===== src/rtl/mem_stage_pkg.sv =====
// Shared encodings for the memory stage: ctrl bit positions, access sizes,
// writeback selects, FSM states and the misalignment predicate.
package mem_stage_pkg;

    localparam int CTRL_MEM_READ  = 13;
    localparam int CTRL_MEM_WRITE = 12;
    localparam int CTRL_SIZE_HI   = 11;
    localparam int CTRL_SIZE_LO   = 10;
    localparam int CTRL_UNSIGNED  = 9;
    localparam int CTRL_WB_SEL_HI = 8;
    localparam int CTRL_WB_SEL_LO = 7;

    typedef enum logic [1:0] {
        SIZE_BYTE     = 2'b00,
        SIZE_HALF     = 2'b01,
        SIZE_WORD     = 2'b10,
        SIZE_WORD_ALT = 2'b11
    } size_e;

    typedef enum logic [1:0] {
        WB_ALU     = 2'b00,
        WB_LOAD    = 2'b01,
        WB_PC      = 2'b10,
        WB_ALU_ALT = 2'b11
    } wb_sel_e;

    typedef enum logic [1:0] {
        ST_IDLE = 2'b00,
        ST_REQ  = 2'b01,
        ST_WAIT = 2'b10
    } state_e;

    // Any size encoding with bit 1 set is a word access.
    function automatic logic is_misaligned(input logic [1:0] size, input logic [1:0] addr_lo);
        return ((size == SIZE_HALF) && addr_lo[0]) || (size[1] && (addr_lo != 2'b00));
    endfunction

endpackage


===== src/rtl/mem_stage_align.sv =====
// mem_align: purely combinational lane logic -- store byte enables / replicated
// write data, and load extraction with zero or sign extension.
module mem_align
    import mem_stage_pkg::*;
#(
    parameter int REG_WIDTH = 32
) (
    input  logic [1:0]           size,
    input  logic [1:0]           addr_lo,
    input  logic                 load_unsigned,
    input  logic [REG_WIDTH-1:0] store_data,
    input  logic [REG_WIDTH-1:0] rdata,
    output logic [3:0]           be,
    output logic [REG_WIDTH-1:0] wdata,
    output logic [REG_WIDTH-1:0] load_data
);

    logic [REG_WIDTH-1:0] shifted;

    always_comb begin
        be        = 4'b1111;
        wdata     = store_data;
        shifted   = rdata;
        load_data = shifted;
        case (size)
            SIZE_BYTE: begin
                be        = 4'b0001 << addr_lo;
                wdata     = {(REG_WIDTH/8){store_data[7:0]}};
                shifted   = rdata >> {addr_lo, 3'b000};
                load_data = load_unsigned ? {{(REG_WIDTH-8){1'b0}}, shifted[7:0]}
                                          : {{(REG_WIDTH-8){shifted[7]}}, shifted[7:0]};
            end
            SIZE_HALF: begin
                // Halves only look at addr[1]; addr[0] is dropped.
                be        = 4'b0011 << {addr_lo[1], 1'b0};
                wdata     = {(REG_WIDTH/16){store_data[15:0]}};
                shifted   = rdata >> {addr_lo[1], 4'b0000};
                load_data = load_unsigned ? {{(REG_WIDTH-16){1'b0}}, shifted[15:0]}
                                          : {{(REG_WIDTH-16){shifted[15]}}, shifted[15:0]};
            end
            default: ;
        endcase
    end

endmodule


===== src/rtl/mem_stage.sv =====
// Memory stage: turns EX/MEM bundles into data-bus requests and registered writeback results.
// Build macro MEM_MISALIGN_TRAP_EN: misaligned half/word accesses retire without a bus request.
module mem_stage
    import mem_stage_pkg::*;
#(
    parameter  int REG_WIDTH = 32,
    parameter  int REG_COUNT = 32,
    parameter  int CTRL_SIZE = 21,
    localparam int REG_BITS  = $clog2(REG_COUNT),
    localparam int CW        = CTRL_SIZE - 7
) (
    input  logic                          clk,
    input  logic                          rstn,
    input  logic [REG_BITS+CW+3*REG_WIDTH:0] exc_mem_reg,
    input  logic                          in_valid,
    output logic                          in_ready,
    output logic                          dmem_req,
    output logic                          dmem_we,
    output logic [REG_WIDTH-1:0]          dmem_addr,
    output logic [REG_WIDTH-1:0]          dmem_wdata,
    output logic [3:0]                    dmem_be,
    input  logic                          dmem_gnt,
    input  logic                          dmem_rvalid,
    input  logic [REG_WIDTH-1:0]          dmem_rdata,
    output logic                          wb_valid,
    output logic                          wb_en,
    output logic [REG_BITS-1:0]           wb_rd,
    output logic [REG_WIDTH-1:0]          wb_data,
    output logic [1:0]                    dbg_state_o
`ifdef MEM_MISALIGN_TRAP_EN
    ,
    output logic                          misalign_err
`endif
);

    // Upstream transfer happens on a rising edge where in_valid && in_ready; in_ready
    // is high only in IDLE. The bus request is held until the edge with dmem_req && dmem_gnt.
    logic [REG_BITS-1:0]  in_rd;
    logic                 in_we;
    logic [CW-1:0]        in_ctrl;
    logic [REG_WIDTH-1:0] in_alu, in_sd, in_pc;
    assign {in_rd, in_we, in_ctrl, in_alu, in_sd, in_pc} = exc_mem_reg;

    logic       in_store, in_mem, in_uns;
    logic [1:0] in_size, in_wb_sel;
    logic       unused_ctrl;
    assign in_store    = in_ctrl[CTRL_MEM_WRITE];
    assign in_mem      = in_ctrl[CTRL_MEM_READ] | in_store;
    assign in_size     = in_ctrl[CTRL_SIZE_HI:CTRL_SIZE_LO];
    assign in_uns      = in_ctrl[CTRL_UNSIGNED];
    assign in_wb_sel   = in_ctrl[CTRL_WB_SEL_HI:CTRL_WB_SEL_LO];
    assign unused_ctrl = ^in_ctrl[6:0];

    state_e               state_q;
    logic                 req_q, we_q, wb_valid_q, wb_en_q;
    logic [3:0]           be_q;
    logic [REG_WIDTH-1:0] addr_q, wdata_q, wb_data_q;
    logic [REG_BITS-1:0]  wb_rd_q, rd_q;
    logic                 rd_we_q, store_q, uns_q;
    logic [1:0]           size_q, addr_lo_q;
`ifdef MEM_MISALIGN_TRAP_EN
    logic                 misalign_q;
    assign misalign_err = misalign_q;
`endif

    // Non-memory ops have no load data, so a load select falls back to alu_out.
    logic [REG_WIDTH-1:0] alu_wb_d;
    always_comb begin
        alu_wb_d = in_alu;
        if (in_wb_sel == WB_PC) alu_wb_d = in_pc;
    end

    logic                 idle;
    logic [3:0]           al_be;
    logic [REG_WIDTH-1:0] al_wdata, al_load;
    assign idle = (state_q == ST_IDLE);

    mem_align #(.REG_WIDTH(REG_WIDTH)) u_align (
        .size          (idle ? in_size : size_q),
        .addr_lo       (idle ? in_alu[1:0] : addr_lo_q),
        .load_unsigned (idle ? in_uns : uns_q),
        .store_data    (in_sd),
        .rdata         (dmem_rdata),
        .be            (al_be),
        .wdata         (al_wdata),
        .load_data     (al_load)
    );

    always_ff @(posedge clk or negedge rstn) begin
        if (!rstn) begin
            state_q    <= ST_IDLE;
            req_q      <= 1'b0;
            we_q       <= 1'b0;
            be_q       <= 4'b0000;
            addr_q     <= '0;
            wdata_q    <= '0;
            wb_valid_q <= 1'b0;
            wb_en_q    <= 1'b0;
            wb_rd_q    <= '0;
            wb_data_q  <= '0;
            rd_q       <= '0;
            rd_we_q    <= 1'b0;
            store_q    <= 1'b0;
            uns_q      <= 1'b0;
            size_q     <= 2'b00;
            addr_lo_q  <= 2'b00;
`ifdef MEM_MISALIGN_TRAP_EN
            misalign_q <= 1'b0;
`endif
        end else begin
            wb_valid_q <= 1'b0;
`ifdef MEM_MISALIGN_TRAP_EN
            misalign_q <= 1'b0;
`endif
            case (state_q)
                ST_IDLE: begin
                    if (in_valid) begin
                        if (!in_mem) begin
                            wb_valid_q <= 1'b1;
                            wb_en_q    <= in_we;
                            wb_rd_q    <= in_rd;
                            wb_data_q  <= alu_wb_d;
                        end
`ifdef MEM_MISALIGN_TRAP_EN
                        else if (is_misaligned(in_size, in_alu[1:0])) begin
                            wb_valid_q <= 1'b1;
                            wb_en_q    <= 1'b0;
                            wb_rd_q    <= in_rd;
                            misalign_q <= 1'b1;
                        end
`endif
                        else begin
                            rd_q      <= in_rd;
                            rd_we_q   <= in_we;
                            store_q   <= in_store;
                            uns_q     <= in_uns;
                            size_q    <= in_size;
                            addr_lo_q <= in_alu[1:0];
                            req_q     <= 1'b1;
                            we_q      <= in_store;
                            addr_q    <= {in_alu[REG_WIDTH-1:2], 2'b00};
                            be_q      <= al_be;
                            wdata_q   <= al_wdata;
                            state_q   <= ST_REQ;
                        end
                    end
                end
                ST_REQ: begin
                    if (dmem_gnt) begin
                        req_q <= 1'b0;
                        we_q  <= 1'b0;
                        if (store_q) begin
                            wb_valid_q <= 1'b1;
                            wb_en_q    <= 1'b0;
                            wb_rd_q    <= rd_q;
                            state_q    <= ST_IDLE;
                        end else begin
                            state_q <= ST_WAIT;
                        end
                    end
                end
                ST_WAIT: begin
                    if (dmem_rvalid) begin
                        wb_valid_q <= 1'b1;
                        wb_en_q    <= rd_we_q;
                        wb_rd_q    <= rd_q;
                        wb_data_q  <= al_load;
                        state_q    <= ST_IDLE;
                    end
                end
                default: state_q <= ST_IDLE;
            endcase
        end
    end

    assign in_ready    = idle;
    assign dmem_req    = req_q;
    assign dmem_we     = we_q;
    assign dmem_addr   = addr_q;
    assign dmem_wdata  = wdata_q;
    assign dmem_be     = be_q;
    assign wb_valid    = wb_valid_q;
    assign wb_en       = wb_en_q;
    assign wb_rd       = wb_rd_q;
    assign wb_data     = wb_data_q;
    assign dbg_state_o = state_q;

endmodule


===== config.mk =====
export PLATFORM = sky130hd
export DESIGN_NAME = mem_stage
export DESIGN_NICKNAME = d
export VERILOG_FILES = /design/src/rtl/mem_stage_pkg.sv /design/src/rtl/mem_stage_align.sv /design/src/rtl/mem_stage.sv
export SDC_FILE = /design/constraint.sdc
export NUM_CORES = 1
export LEC_CHECK = 0
export CAP_MARGIN = 20
export CORE_UTILIZATION = 31
export DETAILED_ROUTE_END_ITERATION = 8
export GPL_TIMING_DRIVEN = 0
export PLACE_DENSITY = 0.74
export SYNTH_ARGS = -nofsm -noshare
export SYNTH_HDL_FRONTEND = slang
export SYNTH_SLANG_ARGS = --single-unit
export TNS_END_PERCENT = 10

===== constraint.sdc =====
create_clock -name clk -period 4.6 [get_ports clk]
set_clock_uncertainty 0.2 [all_clocks]
set_input_delay 0.92 -clock clk [delete_from_list [all_inputs] [get_ports clk]]
set_output_delay 0.92 -clock clk [all_outputs]
set_load 0.01 [all_outputs]

==> results of run 1 <==
-- state kept, by name (all words and copies together) (netlist names), 2 cells and up --
signal       count
dmem_addr       30
size_q           2
rd_q             5
dmem_wdata      32
dbg_state_o      2
dmem_be          4
wb_rd            5
wb_data         32
addr_lo_q        2
-- final timing paths --
check / startpoint / end / slack (ps) / depth (start not counted)
setup / recovery: exc_mem_reg[108] / rd_q[2] / 1330 / 5
hold / removal: rstn / dmem_addr[17] / 260 / 1
setup reg to reg: dbg_state_o[1] / wb_data[18] / 1500 / 9
hold reg to reg: dmem_be[3] / dmem_be[3] / 280 / 2
max in group asynchronous: rstn / wb_rd[0] / 3190 / 2
min in group clk: dmem_be[3] / dmem_be[3] / 280 / 2
-- cell families (layout without fill, tap and decap cells) --
group / count (synthesis) / after routing / synth area share
DFF: 121 / 121 / 0.484
and+or+nand+nor: 152 / 152 / 0.119
other: 1 / 2 / 0.000600
muxes: 86 / 86 / 0.151
adders and majority gates: 4 / 4 / 0.00801
AOI/OAI and AO/OA: 168 / 168 / 0.198
buffers and inverters: 52 / 340 / 0.0394
-- stage by stage --
stage | setup TNS (ps) | setup slack, ps | area, sq um
2_1_floorplan | 0 | 1880 | 6260
3_3_place_gp | -328110 | -2720 | 9130
3_5_place_dp | 0 | 909 | 9160
4_1_cts | 0 | 1340 | 9800
5_1_grt | 0 | 1150 | 9810
6_report | 0 | 1330 | 9810
-- cells in the mapped netlist, drive strengths merged (2+ instances only) --
master and n:
a211o 7, a222oi 8, mux2 53, inv 6, o22ai 10, nor2 42
nand3b 5, ha 4, or3b 2, o21ai 34, clkbuf 25, dfrtp 121
o32ai 2, nand2b 2, nor3b 2, mux2i 33, nor2b 37, a21o 2
a221oi 37, nand2 51, a2111oi 2, a22oi 7, buf 21, nand3 3
a21oi 15, a211oi 34, nor3 4
-- final cells by class --
type	count	area share
clock inverters	13	0.0203
flip-flops and latches	121	0.309
well taps	265	0.0338
clock buffers	19	0.0451
inverters	6	0.00230
plain buffers	46	0.0228
repair buffers	256	0.263
multi-input cells	412	0.304
-- power groups by stage --
stage	logic [mW]	registers (mW)	clock network, mW
floorplan	1.79	2.13	0
global placement	3.72	1.91	0
detailed placement	3.77	1.93	0
CTS	3.80	1.92	1.51
global route	4.10	1.99	1.55
finish	3.80	1.92	1.48
-- worst max-delay path, cell delays in order --
cell	delay [ps]
clkdlybuf4s50_1	460
o211ai_1	620
clkbuf_1	610
buf_2	380
mux2_2	370
-- layer usage --
metal | vias to the layer above | part of all wire | track usage
met5 | - | 0 | 0
met4 | 0 | 0.016 | 0.0728
met3 | 26 | 0.077 | 0.0609
met2 | 267 | 0.48 | 0.380
met1 | 2925 | 0.42 | 0.289
li1 | 2741 | - | -
==> flow_results.org, run 1 <==
** Placed design
- Placed instance count :: approximately 1100
- IO Port Bufs :: around 250
- Detailed-placement wirelength estimate :: roughly 18 mm
- At the end of routability-driven placement, the weighted congestion stood at approximately 0.84.

** Drt
- Avg WL per Cell :: between 20 and 25 microns
- Post-route antenna net violation count :: 0
- After detailed routing, the number of vias per cell comes to roughly 5.2.
- WL final :: around 24 mm
- The routed layout has roughly 6000 vias.
- For this block, the initial DRC count from the detailed router was roughly 380.
- Residual DRC :: 0
- 1st-pass router iterations :: 5

** Clock network
- Post-CTS setup buffer count :: 0
- Skew-Pair Late Insertion Delay :: approximately 420 ps
- Sinks on Clock Net :: 121
- Largest buffer count on any clock path :: 2
- Clock tree synthesis selected as its root buffer the cell clkbuf_16.
- After clock tree synthesis, the clock-pin slew on the worst setup and hold paths is approximately 60 ps.
- TritonCTS built the clock tree.
- Hold bufs inserted after CTS :: 0
- Clock tree synthesis inserted a total of 17 buffers.
- After clock tree synthesis, the repair step resized 0 gates.
- In this run the number of H-tree levels came out at 4.

** Global route
- Entering global routing, the biggest net connects 67 pins.
- In the global route stage, overall resource usage came out at 0.229.
- Number of global-route vias before repair :: 6043
- The first global-routing pass estimated roughly 35 mm of wire.
- The number of antenna violations at the first check in global routing was 0.
- Global-route congestion overflow total :: 0

** STA
- Highest clock frequency the design can meet :: 306 MHz
- The final number of hold-violating endpoints was 0.
- The count of final max-slew check failures came to 0.
- At the pin with the least slew margin, the transition time is between 1000 and 1500 ps.
- Final hold analysis gives a worst-case slack of 264 ps.
- Dividing the final minimum period by the clock period gives 0.711.
- Setup violations remaining at the end of the flow were counted as 0.
- Setup repair after global routing missed its margin :: false
- In this run the tightest slew margin relative to its limit is 0.260.
- Final Critical Period :: around 3300 ps

** Floorplan
- From bottom edge to top edge, the die measures 144 microns.
- In this run the standard cell core region covers 0.0196 sq mm.
- Initial Utilization :: 0.319
- Ports :: around 270
- In this run the core area contains 51 standard-cell rows.
- The die covers slightly above 0.02 sq mm.
- Measured along the x axis, the die boundary spans approximately 140 microns.

** Final layout
- Fraction of layout instances using a drive strength above 1 :: 0.132
- Leaving out fill and tap cells, the most frequent cell in the layout is clkdlybuf4s50_1.
- Cell Count, Final, Fillers Out :: between 1000 and 1500
- Commonest cells after routing, fill and taps aside :: clkdlybuf4s50_1 (253), dfrtp_1 (121), mux2_2 (52)
- Number of diodes added for antenna fixing :: 0
- Register cell area after layout :: between 0.003 and 0.004 sq mm
- Multi-input gate area :: roughly 0.003 sq mm
- After the last flow step, the layout net total stands at between 1000 and 1500.
- Utilization after layout :: 0.501
- Area grow syn2layout :: 57.0%
- Fill cells in the final layout number 1829.

** Power and ir drop
- Power consumption :: approximately 7.2 mW
- Pwr per Cell Area :: 734 mW/mm^2
- IR analysis of the VDD net gives a maximum drop of about 270 uV.
- Switching power summed over all nets :: roughly 2.7 mW
- Reported leakage power :: 3.95 nW
- Of the total power, the share spent switching nets is 0.379.
- The share of total power dissipated in combinational logic is 0.528.
- Relative contribution of sequential cells to total power :: 0.266
- Clock group share of total power :: 0.206
- The internal power of the cells totals about 4.5 mW.

** Yosys
- Largest cells by area after synthesis :: dfrtp_1 (48%), mux2_2 (9.4%), a221oi_1 (5.2%)
- Of the post-synthesis cell area, the dominant cell type holds 0.484.
- Commonest register cell after synthesis :: dfrtp_1
- Summed instance area of the synthesized netlist :: ~0.0063 sq mm
- Yosys mapped the design onto around 50 distinct sky130hd cell types.
- Gate Count Post-Synth :: roughly 580
- Dividing the synthesized area by the synthesized cell count gives 10.7 sq um.
- For this run, the register share of the synthesized area comes to 0.484.
- Of all flip-flops after synthesis, the portion carrying an async set or reset was 1.00.
- During synthesis, Yosys emitted a total of 0 warnings.
- Count of state elements after synthesis :: between 100 and 150
- Cell accounting for the most synthesized area :: dfrtp_1
- Number of enable flip-flop cells after synthesis :: 0

** Critical path
- Type of the worst setup path :: in -> reg
- STA classifies the critical path endpoint as a flop.
- Along the worst path, the maximum fanout reaches 10.
- The worst setup path is launched from an input port.
- Data required, critical path :: 4700 ps
- Arrival time at the worst endpoint :: 3370 ps

** Job
- Max-cap violations in this run came to 0.

** Worst hold path
- The path class of the tightest hold or removal check is in -> async.

** Status
- The run finished with clean final reports.
Power figures use the tool's default switching activity.
==> run 2: changes to the inputs <==
==> constraint.sdc (replaced) <==
create_clock -name clk -period 3.2 [get_ports clk]
set_clock_uncertainty 0.2 [all_clocks]
set_input_delay 0.64 -clock clk [delete_from_list [all_inputs] [get_ports clk]]
set_output_delay 0.64 -clock clk [all_outputs]
set_load 0.01 [all_outputs]
==> flow_results.org, run 2 (synthesis gave the netlist of run 1 again) <==
** Critical path
- The critical path in this run is classified as reg -> reg.
- Arrival time at the worst endpoint :: 3180 ps (-190 ps)
- Logic depth of the worst register-to-register path :: 8 (-1)
- The required time of the critical path was 3300 ps (-1400 ps).
- Number of logic stages on the critical path including buffering :: 8 (+3)
- The delay of the slowest cell on the worst path is 620 ps (about the same).
- The combined buffer and inverter count along the critical path came to 5 (+2).
- The worst setup path is launched from a flop.
- In this design, the critical path's most frequently occurring cell is buf_6.
- STA classifies the critical path endpoint as a flop.
- Cell with the largest stage delay on the worst path :: clkbuf_1
- Largest delay contributor family on the critical path :: buffers and inverters
- Crit-path max FO :: 10 (unchanged)
- The signal on the critical path passes through inv_1, ha_1, buf_6, buf_6, o211ai_1, clkbuf_1, buf_2, mux2_2.

** Global route
- The largest net degree at the start of global routing was 67 (unchanged).
- The global-route wire length before repair was 35.1 mm (about the same).
- The remaining global-route overflow came to 0 (unchanged).
- The global router's overall resource usage is 0.229 (about the same).
- The via count of the first global-routing pass was 6049 (+0.099%).
- Antenna violations before repair :: 0 (unchanged)

** Worst hold path
- Type of the tightest min-delay check :: reg -> reg
- Along the worst hold path, the cell count comes to 2.

** Drt
- The total met3 wirelength after detailed routing is 1.87 mm (+2.5%).
- The total wire length was 23.6 mm (about the same).
- Post-route antenna net violation count :: 0 (unchanged)
- Avg WL per Cell :: 20.7 microns (-0.15%)
- Routed met2 length :: 11.4 mm (+0.11%)
- Vias after detailed routing :: 5953 (-0.10%)
- DR iter-0 viols :: 432 (+13%)
- Vias per Instance :: 5.23 (-0.19%)
- DRT met1 WL :: 9.92 mm (-0.65%)
- 1st-pass router iterations :: 6 (+1)
- Top Metal Used :: met4
- Residual DRC :: 0 (unchanged)

** Final layout
- Relative to the synthesized area, the layout overhead comes to 57.3%.
- Fraction of layout instances using a drive strength above 1 :: 0.134 (+0.00214)
- Utilization after layout :: 0.502 (+0.00115)
- Most common cell after layout, fill and taps aside :: clkdlybuf4s50_1
- The final instance area is 0.00984 sq mm (+0.23%).
- The number of antenna cells inserted was 0 (unchanged).
- The final net count is 1018 (+0.098%).
- Commonest cells after routing, fill and taps aside :: clkdlybuf4s50_1 (253), dfrtp_1 (121), mux2_2 (52)

** Floorplan
- The core area came to 0.0196 sq mm (unchanged).
- Number of standard-cell rows in the floorplan :: 51 (unchanged)
- The die extent in x came to 144 microns (unchanged).
- The number of placed I/O pins is 265 (unchanged).
- The die extent in y is 144 microns (unchanged).
- The area of the die is 0.0207 sq mm (unchanged).
- Initial Utilization :: 0.319 (unchanged)

** Power and ir drop
- The maximum vdd drop was 383 uV (+44%).
- Reported leakage power :: 3.95 nW (about the same)
- The areal power density over the cells came to 1050 mW/mm^2 (+44%).

** Clock network
- TritonCTS built the clock tree.
- The TritonCTS buffer count was 17 (unchanged).
- The clock latency of the later-clocked register in the worst-skew pair is 420 ps (about the same).
- Clock-pin slew of the registers on the worst-case setup and hold paths :: 60 ps (about the same)
- The maximum buffer depth of the clock tree was 2 (unchanged).
- The number of levels in the clock H-tree is 4 (unchanged).
- The root buffer cell chosen for the clock tree is clkbuf_16.
- The total setup buffers inserted after CTS is 0 (unchanged).
- The clock sink count was 121 (unchanged).

** Placed design
- The minimum setup slack after placement was -211 ps (-1120 ps).
- The HPWL after detailed placement came to 17.6 mm (unchanged).
- Placer's final routability congestion estimate :: 0.839 (unchanged)
- The count of port buffers added during placement was 254 (unchanged).
- The post-place instance area was 0.00916 sq mm (unchanged).

** STA
- Setup repair after global routing missed its margin :: true
- Number of failing hold endpoints at the final stage :: 0 (unchanged)
- Final Cycle Share :: 0.964
- The worst setup margin is 114 ps (-1210 ps).
- Final Critical Period :: 3090 ps
- Remaining max-slew budget at the tightest pin :: 0.352 (+0.0925)
- The final setup violation count came to 0 (unchanged).
- The total negative slack was 0 ps (unchanged).
- Slew @ Worst Pin :: 968 ps (-138 ps)
- Static timing analysis puts the maximum clock frequency at roughly 320 MHz.
- Final max-slew violation count :: 0 (unchanged)

** Status
- The flow ran to the end, and the final reports show no timing, DRC or antenna violations.

** Job
- The max-cap violation count came to 0 (unchanged).
==> run 2: worst register-to-register path, cell delays in order (launching register included) <==
cell	delay, ps
dfrtp_1	400
inv_1	90
ha_1	270
buf_6	170
buf_6	140
o211ai_1	320
clkbuf_1	630
buf_2	390
mux2_2	370
==> run 2: path summary, 6_finish.rpt <==
check | slack (ps) | start | end
worst max-delay path | 110 | dbg_state_o[0] | rd_q[2]
min in group asynchronous | 560 | rstn | dmem_addr[17]
worst min-delay path | 280 | dmem_be[3] | dmem_be[3]
worst max register to register | 110 | dbg_state_o[0] | rd_q[2]
worst min register to register | 280 | dmem_be[3] | dmem_be[3]
max in group asynchronous | 1490 | rstn | wb_rd[0]
==> run 2: layout make-up <==
| class | count | area, sq um |
|---|---|---|
| Fill cell | 1821 | 9750 |
| Sequential cell | 121 | 3030 |
| Multi-Input combinational cell | 412 | 2990 |
| Timing Repair Buffer | 257 | 2590 |
| Clock buffer | 19 | 443 |
| Tap cell | 265 | 332 |
| Buffer | 46 | 224 |
| Clock inverter | 13 | 199 |
| Inverter | 6 | 22.5 |
==> run 2: report_power, final <==
part	internal (mW)	switching, mW
sequential	2.32	0.433
clock	1.40	0.739
combinational	2.72	2.75
total	6.45	3.92
==> run 2: per-layer routing <==
metal | GRT usage | vias to the layer above
met3 | 0.0599 | 25
met1 | 0.290 | 2917
met4 | 0.0733 | 0
met2 | 0.380 | 267
met5 | 0 | -
li1 | - | 2744
==> run 2: timing repair <==
item / CTS / global route
gates resized for setup: 0 / 3
setup endpoints to repair: 0 / 28
hold buffers: 1 / 0
endpoints found under the hold margin: 1 / 0
==> run 2: through the flow <==
stage,power [mW],hold WS (ps),instances
after floorplan,5.63,144,585
final,10.4,280,1139
after CTS,10.4,283,1138
after global placement,8.09,261,1104
after global routing,11.0,305,1139
after detailed placement,8.19,270,1105
